[src/rtl/smart_cam_kv.sv]
// smart_cam_kv: fully-associative key/value CAM with a pipelined lookup port,
// an insert/delete update port and a used-bit aging scrubber.
//
// Ports:
//   clk_i, rst_i            clock, synchronous active-high reset
//   init_enb_i/init_done_o  start the entry-clear sequence / CAM is live
//   aging_time_i            cycles per scrub tick, 0 disables aging
//   size_o                  number of valid entries
//   lookup_req_*_i          lookup request (1 per cycle, no backpressure)
//   lookup_resp_*_o         lookup response, 2 cycles after request
//   update_*_i              insert/delete request, held until update_ack_o
//   update_ack_o/status_o   1-cycle completion pulse, 0 ok / 1 full / 2 not found
//   hit_cnt_o, miss_cnt_o   lookup statistics
//
// Build option: define SMART_CAM_STATS_EN to enable the saturating
// hit/miss counters; otherwise both counters read as constant 0.
module smart_cam_kv #(
    parameter int KEY_W = 32,
    parameter int VAL_W = 48,
    parameter int DEPTH = 16
) (
    input  logic                   clk_i,
    input  logic                   rst_i,
    input  logic                   init_enb_i,
    output logic                   init_done_o,
    input  logic [31:0]            aging_time_i,
    output logic [$clog2(DEPTH):0] size_o,
    input  logic                   lookup_req_valid_i,
    input  logic [KEY_W-1:0]       lookup_req_key_i,
    output logic                   lookup_resp_valid_o,
    output logic                   lookup_resp_hit_o,
    output logic [KEY_W-1:0]       lookup_resp_key_o,
    output logic [VAL_W-1:0]       lookup_resp_value_o,
    input  logic                   update_valid_i,
    input  logic                   update_op_i,
    input  logic [KEY_W-1:0]       update_key_i,
    input  logic                   update_static_i,
    input  logic [VAL_W-1:0]       update_value_i,
    output logic                   update_ack_o,
    output logic [1:0]             update_status_o,
    output logic [31:0]            hit_cnt_o,
    output logic [31:0]            miss_cnt_o
);
    localparam int AW = $clog2(DEPTH);
    localparam logic [1:0] S_IDLE = 2'd0, S_SEARCH = 2'd1, S_EXEC = 2'd2, S_ACK = 2'd3;

    logic [DEPTH-1:0] valid_q, static_q, used_q;
    logic [KEY_W-1:0] key_q [DEPTH];
    logic [VAL_W-1:0] val_q [DEPTH];

    logic          init_done_q, init_busy_q, init_run;
    logic [AW-1:0] init_ptr_q;

    logic             lk_vld_q, lk_hit, lk_set;
    logic [KEY_W-1:0] lk_key_q;
    logic [DEPTH-1:0] lk_match_d, lk_match_q;
    logic [AW-1:0]    lk_idx;
    logic             resp_valid_q, resp_hit_q;
    logic [KEY_W-1:0] resp_key_q;
    logic [VAL_W-1:0] resp_val_q;

    logic [1:0]       st_q;
    logic             op_q, ustat_q, ack_q;
    logic [1:0]       status_q;
    logic [KEY_W-1:0] ukey_q;
    logic [VAL_W-1:0] uval_q;
    logic [DEPTH-1:0] um_d, um_q;
    logic [AW-1:0]    free_idx_d, free_idx_q, up_idx, wr_idx;
    logic             free_ok_q, up_hit, wr_en;

    logic [31:0]   tick_q;
    logic [AW-1:0] sc_ptr_q;
    logic          tick_wrap, sc_skip, sc_clr_used, sc_kill;

    assign init_run = (init_enb_i | init_busy_q) & ~init_done_q;

    // Match vectors: lookups see the pre-write contents of this cycle.
    always_comb begin
        lk_match_d = '0;
        um_d       = '0;
        for (int i = 0; i < DEPTH; i++) begin
            lk_match_d[i] = init_done_q & valid_q[i] & (key_q[i] == lookup_req_key_i);
            um_d[i]       = valid_q[i] & (key_q[i] == ukey_q);
        end
    end

    // Lowest-index priority encoders (downward loop so the lowest wins).
    always_comb begin
        lk_idx     = '0;
        up_idx     = '0;
        free_idx_d = '0;
        for (int i = DEPTH - 1; i >= 0; i--) begin
            if (lk_match_q[i]) lk_idx = AW'(i);
            if (um_q[i]) up_idx = AW'(i);
            if (!valid_q[i]) free_idx_d = AW'(i);
        end
    end

    assign lk_hit = |lk_match_q;
    assign lk_set = lk_vld_q & lk_hit & valid_q[lk_idx];

    assign up_hit = |um_q;
    assign wr_idx = up_hit ? up_idx : free_idx_q;
    assign wr_en  = (st_q == S_EXEC) & (op_q ? up_hit : (up_hit | free_ok_q));

    // Scrubber yields to an update write or a lookup used-set on its entry.
    assign tick_wrap   = init_done_q & (aging_time_i != 32'd0) & (tick_q >= aging_time_i - 32'd1);
    assign sc_skip     = (wr_en & (wr_idx == sc_ptr_q)) | (lk_set & (lk_idx == sc_ptr_q));
    assign sc_clr_used = tick_wrap & ~sc_skip & used_q[sc_ptr_q];
    assign sc_kill     = tick_wrap & ~sc_skip & ~used_q[sc_ptr_q] & valid_q[sc_ptr_q] & ~static_q[sc_ptr_q];

    always_ff @(posedge clk_i) begin
        if (rst_i) begin
            valid_q      <= '0;
            static_q     <= '0;
            used_q       <= '0;
            init_done_q  <= 1'b0;
            init_busy_q  <= 1'b0;
            init_ptr_q   <= '0;
            lk_vld_q     <= 1'b0;
            lk_key_q     <= '0;
            lk_match_q   <= '0;
            resp_valid_q <= 1'b0;
            resp_hit_q   <= 1'b0;
            resp_key_q   <= '0;
            resp_val_q   <= '0;
            st_q         <= S_IDLE;
            op_q         <= 1'b0;
            ustat_q      <= 1'b0;
            ack_q        <= 1'b0;
            status_q     <= 2'd0;
            um_q         <= '0;
            free_idx_q   <= '0;
            free_ok_q    <= 1'b0;
            tick_q       <= '0;
            sc_ptr_q     <= '0;
        end else begin
            if (init_run) begin
                valid_q[init_ptr_q]  <= 1'b0;
                static_q[init_ptr_q] <= 1'b0;
                used_q[init_ptr_q]   <= 1'b0;
                key_q[init_ptr_q]    <= '0;
                val_q[init_ptr_q]    <= '0;
                init_ptr_q           <= init_ptr_q + AW'(1);
                init_busy_q          <= init_ptr_q != AW'(DEPTH - 1);
                init_done_q          <= init_ptr_q == AW'(DEPTH - 1);
            end
            lk_vld_q     <= lookup_req_valid_i;
            lk_key_q     <= lookup_req_key_i;
            lk_match_q   <= lk_match_d;
            resp_valid_q <= lk_vld_q;
            resp_hit_q   <= lk_vld_q & lk_hit;
            resp_key_q   <= lk_key_q;
            resp_val_q   <= (lk_vld_q & lk_hit) ? val_q[lk_idx] : '0;
            if (lk_set) used_q[lk_idx] <= 1'b1;
            if (sc_clr_used) used_q[sc_ptr_q] <= 1'b0;
            if (sc_kill) valid_q[sc_ptr_q] <= 1'b0;
            if (tick_wrap) sc_ptr_q <= sc_ptr_q + AW'(1);
            tick_q <= (!init_done_q || aging_time_i == 32'd0 || tick_wrap) ? 32'd0 : tick_q + 32'd1;
            ack_q <= 1'b0;
            case (st_q)
                S_IDLE: if (update_valid_i && init_done_q) begin
                    op_q    <= update_op_i;
                    ukey_q  <= update_key_i;
                    uval_q  <= update_value_i;
                    ustat_q <= update_static_i;
                    st_q    <= S_SEARCH;
                end
                S_SEARCH: begin
                    um_q       <= um_d;
                    free_idx_q <= free_idx_d;
                    free_ok_q  <= ~&valid_q;
                    st_q       <= S_EXEC;
                end
                S_EXEC: begin
                    if (wr_en && op_q) valid_q[wr_idx] <= 1'b0;
                    if (wr_en && !op_q) begin
                        valid_q[wr_idx]  <= 1'b1;
                        used_q[wr_idx]   <= 1'b1;
                        static_q[wr_idx] <= ustat_q;
                        key_q[wr_idx]    <= ukey_q;
                        val_q[wr_idx]    <= uval_q;
                    end
                    status_q <= op_q ? (up_hit ? 2'd0 : 2'd2) : ((up_hit | free_ok_q) ? 2'd0 : 2'd1);
                    ack_q    <= 1'b1;
                    st_q     <= S_ACK;
                end
                default: st_q <= S_IDLE;
            endcase
        end
    end

    // Size is derived from the valid bits, so it can never drift or wrap.
    always_comb begin
        size_o = '0;
        for (int i = 0; i < DEPTH; i++) size_o = size_o + {{AW{1'b0}}, valid_q[i]};
    end

`ifdef SMART_CAM_STATS_EN
    logic [31:0] hit_cnt_q, miss_cnt_q;

    always_ff @(posedge clk_i) begin
        if (rst_i) begin
            hit_cnt_q  <= '0;
            miss_cnt_q <= '0;
        end else if (lk_vld_q && init_done_q) begin
            if (lk_hit && hit_cnt_q != '1) hit_cnt_q <= hit_cnt_q + 32'd1;
            if (!lk_hit && miss_cnt_q != '1) miss_cnt_q <= miss_cnt_q + 32'd1;
        end
    end

    assign hit_cnt_o  = hit_cnt_q;
    assign miss_cnt_o = miss_cnt_q;
`else
    assign hit_cnt_o  = '0;
    assign miss_cnt_o = '0;
`endif

    assign init_done_o         = init_done_q;
    assign lookup_resp_valid_o = resp_valid_q;
    assign lookup_resp_hit_o   = resp_hit_q;
    assign lookup_resp_key_o   = resp_key_q;
    assign lookup_resp_value_o = resp_val_q;
    assign update_ack_o        = ack_q;
    assign update_status_o     = status_q;
endmodule
[config.mk]
export PLATFORM = sky130hd
export DESIGN_NAME = smart_cam_kv
export DESIGN_NICKNAME = d
export VERILOG_FILES = /design/src/rtl/smart_cam_kv.sv
export SDC_FILE = /design/constraint.sdc
export NUM_CORES = 2
export LEC_CHECK = 0
export CAP_MARGIN = 20
export CORE_ASPECT_RATIO = 0.6
export CORE_UTILIZATION = 50
export DETAILED_ROUTE_END_ITERATION = 7
export GPL_ROUTABILITY_DRIVEN = 0
export PLACE_DENSITY = 0.73
export RECOVER_POWER = 25
export SLEW_MARGIN = 10
export SYNTH_ARGS = -nofsm -noshare
export SYNTH_HDL_FRONTEND = slang
export SYNTH_SLANG_ARGS = --single-unit
[constraint.sdc]
create_clock -name clk_i -period 11.3 [get_ports clk_i]
set_input_delay 2.26 -clock clk_i [delete_from_list [all_inputs] [get_ports clk_i]]
set_output_delay 2.26 -clock clk_i [all_outputs]
set_load 0.01 [all_outputs]
After elaboration in Yosys (flattened, before gate mapping). Memories as Yosys holds them, arrays and structs flattened. A register that Yosys moved wholly into a read port is not among the register bits. Cells that the tools add are included.

Output and inout bits: 155. Register bits: 281. Bits in latches: 0. Input port bits: 151. Memories: 2. ROM bits: 0. Memory bits (writable): 1280. Logic and storage cells: 298.

Memory list: val_q (depth 16, bits a word 48, rd ports 1, clocked after Yosys merged registers in 1, write ports 2, line 49) `logic [VAL_W-1:0] val_q [DEPTH];`; key_q (depth 16, bits a word 32, rd ports 16, clocked after Yosys merged registers in 0, write ports 2, line 48) `logic [KEY_W-1:0] key_q [DEPTH];`.

Add/sub/neg operators: 19. Reduce and logical (&&, ||, !) cells: 22. Magnitude comparators: 9. Mux-type cells: 101. Div/mod/pow operators: 0. Bitwise operators: 82. Multiply operators: 0. Shift operators: 0. Equality and inequality tests: 39.

Operators with widths (count): equality test 32 bit (32); two-way mux 16 bit (21); two-way mux 4 bit (49); AND 16 bit (6); AND 1 bit (61); adder 5 x 1 -> 5 bit (11); NOT 16 bit (3); OR 16 bit (3); adder 32 x 1 -> 32 bit, second input constant (1); greater-or-equal comparator 32 bit (1); zero test 32 bit (1); nonzero test 32 bit (1); OR reduction 16 bit (2); subtractor 32 x 1 -> 32 bit, second input constant (1); < comparator 4 x 5 -> 1 bit, second input constant (4); two-way mux 1 bit (18); binary-select mux 1 bit (select 4 bit) (4); bitwise mux 16 bit (1); demux 1 bit (select 4 bit) (4); greater-or-equal comparator 4 x 1 -> 1 bit, second input constant (4); AND reduction 16 bit (1); adder 4 x 1 -> 4 bit, second input constant (2); equality test 4 bit (2); logical AND 1 bit (7); 19 further kinds (32).

Longest topological paths before layout.
Depth in word-level cells: 35. Mapped depth: 21.

Least setup slack after synthesis. No wires, ideal clock.

Path type: input-to-reg. Start point: input init_enb_i. End point: memory key_q[4][0] (enable). Required time: 10.671 ns. Stages: 6. Arrival: 8.752 ns. Slack: 1.920 ns. Cells stage by stage: nor2_1 nor2_1 and2_0 buf_1 nand2_1 o21ai_0.

RTL lines: start, declared (line 24) `input logic init_enb_i,`; end, declared (line 48).

==> results.txt <==
clock-pin slew of the registers on the worst-case setup and hold paths = 0.06 ns
CTS tree = built
placeable core region = 159,000 sq um
hold crit path type = reg -> reg
Detailed Route Iter0 Violations = 9,697
starting density of the core = 50.6%
Bufs on Longest Clock Path = 3
Synth async-reset ratio = 0%
status = finished, violations left
power density over the cells = 138 nW/um^2
layout cells sized above 1 = 6.85%
setup slack, reg-to-reg = 4.42 ns
fill cell instance count of the final layout = 12.9k
kind of capture point of the worst setup path = flop
violated checks = design-rule violations, max-capacitance violations, max-slew violations
share of the clock period used by the worst path after layout = 78.1%
tightest slew margin relative to the limit = -214%
largest net degree at the start of global routing = 257
final net count = 7,180
number of synthesized register bits = 1,609
logic gate share of total power = 3.9%
Port Buffer Count = 241
HPWL after detailed placement = 150,000 microns
remaining number of nets flagged by the antenna check after routing = 0
relative contribution of the clock network to total power = 44.1%
worst-case setup slack after placement = 3.35 ns
vias per inst = 6.31
count of flip-flops with a built-in enable after synthesis = 1,360
number of buffers inserted during clock tree synthesis = 151
die boundary width = 520 microns
Leakage Power = 33.2 nW
Setup Buffers After CTS = 0
final core area utilization = 56.5%
row count = 113
buffer type at the clock tree root = clkbuf_16
switching pwr = 0.00277 W
area growth from synthesis to layout = 11.5%
maximum vdd drop = 0.000170 V
overall fraction of global-route tracks in use = 31.6%
area of the mapped netlist = 80,600 sq um
I/O pin count = 306
average wire per standard cell = 28.5 microns
number of global-route vias before repair = 54.5k
residual overflow from global routing = 0
count of mapped cells out of synthesis = 7,046
Design Power = 0.0124 W
H-tree lvl count = 4
number of failing setup endpoints in the final timing report = 0
DRC Markers = 1
Initial DRT Pass Iterations = 8
sequential cell area fraction in the yosys report = 56.8%
Synth Flop Type = edfxtp_1
final critical-path setup slack = 2.48 ns
Total Wirelength = 264,000 microns
required time worst endpoint = 11.85 ns
Syn Area/Cell = 11.4 sq um
startpoint kind of the worst setup timing path = input pin
crit path max fanout = 256
post-placement cell area = 84,700 sq um
count of yosys warnings during synthesis = 0
antenna violations before repair = 25
die span in y = 313 microns
critical path class = in -> reg
Final Hold Viols = 0
unrepaired setup endpoints after global routing = no
Total Die Area = 163,000 sq um
fraction of power spent switching nets = 22.3%
Achievable Freq = 113 MHz
number of buffers inserted by hold repair at cts = 0
Final min period = 8.82 ns
count of max-cap constraint violations = 17
data arrival time of the critical path = 9.37 ns
power share of the sequential group = 52.0%
quantity of gates resized following cts = 0
global-route wire length before repair = 378,000 microns
actual slew at the worst max-slew pin = 4.70 ns
number of distinct library cells after synthesis = 84
vias after detailed routing = 58.2k
Clock Latency Late Sink = 0.85 ns
cell internal power dissipation = 0.00964 W
Clock Skews = 0.0529 ns
cell area after layout = 89,900 sq um
max-slew violation total from the final report = 899
Final TNS setup = 0 ns
total clock sinks = 1,609
==> synthesized netlist by cell type (13+ instances only) <==
library cell  number  area share, %
buf_1             59           0.27
buf_4             64           0.60
and2_1           642            5.0
o21ai_0           75           0.47
a21oi_1          103           0.64
nand4_1          163            1.3
clkbuf_1         564            2.6
edfxtp_1        1360             51
nand2_1          579            2.7
mux2i_1          201            2.5
inv_1             52           0.24
nand3_1          288            1.8
nor2_1           145           0.68
mux2_2            49           0.68
nor4_1           205            1.6
dfxtp_1          249            6.2
nor2b_1           75           0.58
a31oi_1           68           0.53
ha_1              51           0.79
and3_1           651            5.1
xor2_1           712            7.7
or3_1             13           0.10
a32oi_1           48           0.52
nor3_1            24           0.15
nand2b_1          28           0.22
xnor2_1          381            4.1
or4_1             21           0.20
==> cell families after synthesis <==
| group | after synthesis | synth area share [%] |
|---|---|---|
| mux | 255 | 3.32 |
| fa+ha+maj | 61 | 1.04 |
| buf+inv | 749 | 3.82 |
| simple gates | 2867 | 19.7 |
| compound gates | 411 | 3.45 |
| xor+xnor | 1093 | 11.9 |
| flops | 1609 | 56.8 |
| other cells | 1 | 0.00465 |
==> power by group through the flow <==
stage | Combinational [W] | Sequential [W] | Clock [W]
CTS | 0.000476 | 0.00645 | 0.00549
floorplan | 0.000264 | 0.00659 | 0
detailed placement | 0.000473 | 0.00658 | 0
global route | 0.000499 | 0.00646 | 0.00571
finish | 0.000485 | 0.00645 | 0.00547
global placement | 0.000467 | 0.00658 | 0
==> worst max-delay path: stages <==
cell and delay, ns:
clkbuf_1 1.53, inv_1 0.81, nand2_1 0.83, nor2_1 0.14, clkbuf_2 2.31, and3_1 1.20
==> sequential cells by signal (all words and copies together) (netlist names), 2 cells and up <==
register,flops
free_idx_q,4
init_ptr_q,4
key_q,512
lk_key_q,32
lk_match_q,16
lookup_resp_key_o,32
lookup_resp_value_o,48
sc_ptr_q,4
st_q,2
static_q,16
tick_q,32
ukey_q,32
um_q,16
update_status_o,2
used_q,16
uval_q,48
val_q,768
valid_q,16
==> placed cells by master, fill, tap and decap left out, drive strengths merged, types with 167 or more instances in the layout <==
master and n:
dfxtp 249, dlygate4sd3 167, nand2 579, nor4 206, and3 651, edfxtp 1360, clkbuf 220, nand3 288
xor2 712, xnor2 381, and2 646, mux2i 201
==> cell type report <==
class | instances | area (sq um) | share of cell area (%)
timing repair buffer | 401 | 3740 | 4.16
tap | 2127 | 2660 | 2.96
multi-input combinational | 4751 | 32200 | 35.8
antenna | 9 | 22.5 | 0.0250
clock buffer | 209 | 4180 | 4.65
sequential | 1609 | 45800 | 51.0
inverter | 54 | 208 | 0.231
clock inverter | 75 | 1060 | 1.18
==> final timing paths <==
check / start / to / cells past startpoint
worst max-delay path: rst_i / val_q[7][12] / 6
worst min-delay path: lk_key_q[15] / lookup_resp_key_o[15] / 1
worst max register to register: um_q[5] / key_q[5][28] / 10
worst min register to register: lk_key_q[15] / lookup_resp_key_o[15] / 1
==> metal layers <==
layer	wire length (microns)	GRT usage, %	part of all wire [%]
met1	104000	45.8	39
met4	8540	9.72	3.2
met2	108000	44.2	41
met5	122	0.431	0.046
met3	43000	10.9	16
==> through the flow <==
stage	cells	hold WS, ns
3_3_place_gp	8933	0.416
2_1_floorplan	7109	0.414
6_report	9235	0.435
5_1_grt	9228	0.445
4_1_cts	9221	0.429
3_5_place_dp	8937	0.420
Power figures use the tool's default switching activity.
